<file path="config.mk">
export PLATFORM = sky130hd
export DESIGN_NAME = sram_port_arbiter
export DESIGN_NICKNAME = d
export VERILOG_FILES = /design/src/rtl/sram_port_arbiter.sv
export SDC_FILE = /design/constraint.sdc
export NUM_CORES = 1
export LEC_CHECK = 0
export CAP_MARGIN = 10
export CORE_MARGIN = 2
export CORE_UTILIZATION = 32
export DETAILED_ROUTE_END_ITERATION = 8
export PLACE_DENSITY = 0.79
export SKIP_CTS_REPAIR_TIMING = 1
export SLEW_MARGIN = 20
export SYNTH_ARGS = -nofsm -noshare
export SYNTH_HDL_FRONTEND = slang
export SYNTH_SLANG_ARGS = --single-unit
</file>
<file path="constraint.sdc">
create_clock -name clk -period 2 [get_ports clk]
set_input_delay 0.6 -clock clk [delete_from_list [all_inputs] [get_ports clk]]
set_output_delay 0.6 -clock clk [all_outputs]
set_load 0.05 [all_outputs]
</file>
<file path="src/rtl/sram_port_arbiter.sv">
// Two-port arbiter sharing a single-port SRAM macro; registered chip-select/write-enable/address/data.
// Define SRAM_ARB_ROUND_ROBIN_EN for a round-robin pointer; otherwise port 0 has fixed priority.
module sram_port_arbiter #(
  parameter int ADDR_W = 5,
  parameter int DATA_W = 32
) (
  input  logic              clk,
  input  logic              rst,
  input  logic              p0_req,
  input  logic              p0_we,
  input  logic [ADDR_W-1:0] p0_addr,
  input  logic [DATA_W-1:0] p0_wdata,
  output logic              p0_gnt,
  output logic              p0_rvalid,
  output logic [DATA_W-1:0] p0_rdata,
  input  logic              p1_req,
  input  logic              p1_we,
  input  logic [ADDR_W-1:0] p1_addr,
  input  logic [DATA_W-1:0] p1_wdata,
  output logic              p1_gnt,
  output logic              p1_rvalid,
  output logic [DATA_W-1:0] p1_rdata,
  output logic              csb_n,
  output logic              we_n,
  output logic [ADDR_W-1:0] addr,
  output logic [DATA_W-1:0] sram_data_in,
  input  logic [DATA_W-1:0] sram_data_out
);

  typedef enum logic [1:0] {IDLE = 2'd0, ACCESS = 2'd1, RESP = 2'd2} state_t;

  state_t              state, state_nxt;
  logic [1:0]          gnt_q, gnt_nxt;
  logic [1:0]          rvalid_q, rvalid_nxt;
  logic                csb_nxt, we_nxt;
  logic [ADDR_W-1:0]   addr_nxt;
  logic [DATA_W-1:0]   wdata_nxt;
  logic                any_req, win, arb;
  logic                sel_we;
  logic [ADDR_W-1:0]   sel_addr;
  logic [DATA_W-1:0]   sel_wdata;

  assign any_req   = p0_req | p1_req;
  assign sel_we    = win ? p1_we    : p0_we;
  assign sel_addr  = win ? p1_addr  : p0_addr;
  assign sel_wdata = win ? p1_wdata : p0_wdata;

`ifdef SRAM_ARB_ROUND_ROBIN_EN
  logic ptr;

  // Pointer only decides ties; a lone requester wins outright.
  assign win = (p0_req & p1_req) ? ptr : ~p0_req;

  always_ff @(posedge clk or posedge rst) begin
    if (rst)      ptr <= 1'b0;
    else if (arb) ptr <= ~win;
  end
`else
  assign win = ~p0_req;
`endif

  always_ff @(posedge clk or posedge rst) begin
    if (rst) state <= IDLE;
    else     state <= state_nxt;
  end

  always_comb begin
    state_nxt  = state;
    arb        = 1'b0;
    csb_nxt    = 1'b1;
    we_nxt     = 1'b1;
    addr_nxt   = addr;
    wdata_nxt  = sram_data_in;
    gnt_nxt    = 2'b00;
    rvalid_nxt = 2'b00;
    case (state)
      IDLE: begin
        if (any_req) arb = 1'b1;
      end
      ACCESS: begin
        // we_n still holds the current access type while in ACCESS.
        if (we_n) begin
          state_nxt  = RESP;
          rvalid_nxt = gnt_q;
        end else begin
          state_nxt  = IDLE;
        end
      end
      RESP: begin
        if (any_req) arb = 1'b1;
        else         state_nxt = IDLE;
      end
      default: state_nxt = IDLE;
    endcase
    if (arb) begin
      state_nxt = ACCESS;
      csb_nxt   = 1'b0;
      we_nxt    = ~sel_we;
      addr_nxt  = sel_addr;
      wdata_nxt = sel_wdata;
      gnt_nxt   = win ? 2'b10 : 2'b01;
    end
  end

  always_ff @(posedge clk or posedge rst) begin
    if (rst) begin
      csb_n        <= 1'b1;
      we_n         <= 1'b1;
      addr         <= '0;
      sram_data_in <= '0;
      gnt_q        <= 2'b00;
      rvalid_q     <= 2'b00;
    end else begin
      csb_n        <= csb_nxt;
      we_n         <= we_nxt;
      addr         <= addr_nxt;
      sram_data_in <= wdata_nxt;
      gnt_q        <= gnt_nxt;
      rvalid_q     <= rvalid_nxt;
    end
  end

  assign p0_gnt    = gnt_q[0];
  assign p1_gnt    = gnt_q[1];
  assign p0_rvalid = rvalid_q[0];
  assign p1_rvalid = rvalid_q[1];
  assign p0_rdata  = sram_data_out;
  assign p1_rdata  = sram_data_out;

endmodule

</file>
==> flow_metrics.tcl <==
set metrics [dict create \
    status "completed" \
    wirelength_um 6330 \
    critPathKind "in -> reg" \
    ctsRootBufferMaster "clkbuf_8" \
    synth_compound_area_share_pct 15.4 \
    synth_adder_area_share_pct 0 \
    synth_cell_types 17 \
    rsz0062_at_grt "false" \
    synth-seq-cells 45 \
    overflow 0 \
    fillers 747 \
    first_pass_iters 8 \
    finalNetCount 455 \
    wl_per_cell_um 14.2 \
    port_buffers 122 \
    mostFrequentLayoutCells "79 x clkdlybuf4s50_1, 75 x inv_1, 48 x buf_4" \
    worstPathRequired_ns 2.18 \
    multiInputGateArea_sq_um 592 \
    placed_cell_area_sq_um 3360 \
    netlist_instances 286 \
    finClkSkew_ns 0.00666 \
    grt_max_degree 46 \
    yosys.area_share.simple_pct 7.40 \
    dieHeight_um 93.6 \
    r2r-start "state[0]" \
    finalSetupTns_ns 0 \
    preCtsSetupSlack_ns 0.0234 \
    grtUsageMet2_pct 25.9 \
    worst_pin_slew_ns 0.407 \
    use_met3_pct 2.82 \
    antenna_left 0 \
    grt.busiest_layer "met2" \
    avgSynthCellArea_sq_um 8.99 \
    netlist_area_sq_um 2570 \
    grt_first_pass_wirelength_um 9760 \
    rows 32 \
    fin_cells 446 \
    coreArea_sq_um 7770 \
    postLayoutCellArea_sq_um 3500 \
    cts.sinks 45 \
    synth_top_area_cell "dfrtp_1" \
    p_leak_nw 1.79 \
    setup_slack_ns 0.355 \
    synth_top_family_by_area "buffers and inverters" \
    syn_to_final_growth_pct 36.2 \
    synth_top_area_share_pct 41.8 \
    grt_pass1_vias 2080 \
    synthXorXnorAreaFrac_pct 0 \
    grt.met1_usage_pct 15.5 \
    startpoint_type "input port" \
    ff_latch_area_sq_um 1130 \
    cts_tree "built" \
    cts_buffers 5 \
    synth_nets 398 \
    start_util_pct 33.1 \
    place_congestion 0.773 \
    period_share_pct 82.2 \
    drive_gt1_share_pct 19.2 \
    post-route-util_pct 45.1 \
    clockBufferDepth 2 \
    ys_seq_area_share_pct 43.9 \
    antenna_found_initial 0 \
    peakVddDrop_mv 0.331 \
    vias_per_cell 4.69 \
    setup_viol 0 \
    period_needed_ns 1.64 \
    num_antenna_cells 0 \
    crit_arrival_ns 1.82 \
    max_clock_freq_mhz 608 \
    synthMuxAreaShare_pct 0 \
    powerDensity_nw_per_um2 944 \
    grt.total_usage_pct 14.0 \
    dieArea_sq_um 8770 \
    total_power_mw 3.31 \
    drt-initial-drc-count 220 \
    fp.dieW_um 93.6 \
    relSlewSlack_pct 72.9 \
    synth_area_leaders "dfrtp_1 42%, buf_4 19%, a222oi_1 14%, inv_1 11%, nor2_1 5.4%" \
    hold_start "gnt_q[0]" \
    hold_viol 0 \
    startpoint "p0_req" \
    drc 0 \
    maxCapViolCount 0 \
    h-tree-depth 2 \
    clk_latency_ns 0.30 \
    finalMaxSlewViolations 0 \
    route.vias.total 2091 \
    path_clk_slew_ns 0.09 \
    ios 219 \
    critical_path.max_fanout 32 \
    dp_hpwl_um 4740 \
    cp-end-kind "register" \
    fin_hold_ws_ns 0.525 \
    hp-class "reg -> reg" \
    yosysWarnings 0 \
    place_inst 438 \
    final_common_cell "clkdlybuf4s50_1" \
]
## layer usage
| layer | wire, um | share of wire [%] | up-vias |
|---|---|---|---|
| met1 | 2370 | 37 | 973 |
| met4 | 123 | 1.9 | 0 |
| met3 | 607 | 9.6 | 20 |
| met5 | 0 | 0 | - |
| met2 | 3230 | 51 | 126 |
| li1 | - | - | 972 |
## worst max-delay path, cell delays in order
cell,delay (ns)
clkdlybuf4s50_1,0.59
o21bai_4,0.09
buf_12,0.17
a222oi_1,0.36
## registers in the layout, summed over array words and instances, names as in the netlist
name	cells
sram_data_in	32
addr	5
we_n	1
csb_n	1
gnt_q	2
rvalid_q	2
state	2
## final timing paths
path | depth (start not counted) | to | slack (ns)
worst max register to register | 3 | sram_data_in[14] | 0.54
worst min-delay path | 1 | rvalid_q[0] | 0.53
worst max-delay path | 4 | sram_data_in[19] | 0.36
worst min register to register | 1 | rvalid_q[0] | 0.53
max in group asynchronous | 3 | csb_n | 1.07
min in group asynchronous | 3 | sram_data_in[20] | 0.64
## kinds of logic after synthesis
logic type,count (synthesis)
AO/OA/AOI/OAI,39
AND/OR/NAND/NOR,45
flip-flops,45
buffers and inverters,157
## cells in the mapped netlist, drive strengths merged
library cell   n
inv           76
buf           74
dfrtp         43
a222oi        37
nor2          37
clkbuf         7
nor2b          3
and2           2
dfstp          2
a21o           1
and3b          1
nand2          1
nand3b         1
o21bai         1
## cell type report
type / instances / area share, %
repair buffers: 131 / 35.2
clock inverters: 3 / 1.96
inverters: 76 / 8.15
clock buffers: 5 / 1.96
multi-input cells: 84 / 16.9
flip-flops and latches: 45 / 32.2
well taps: 102 / 3.64
## power breakdown
part,leakage [nW],internal [mW],switching [mW]
clock network,0.0687,0.503,0.317
registers,0.505,1.06,0.0957
logic,1.22,0.504,0.823
total,1.79,2.07,1.24
(Power assumes the default switching activity.)
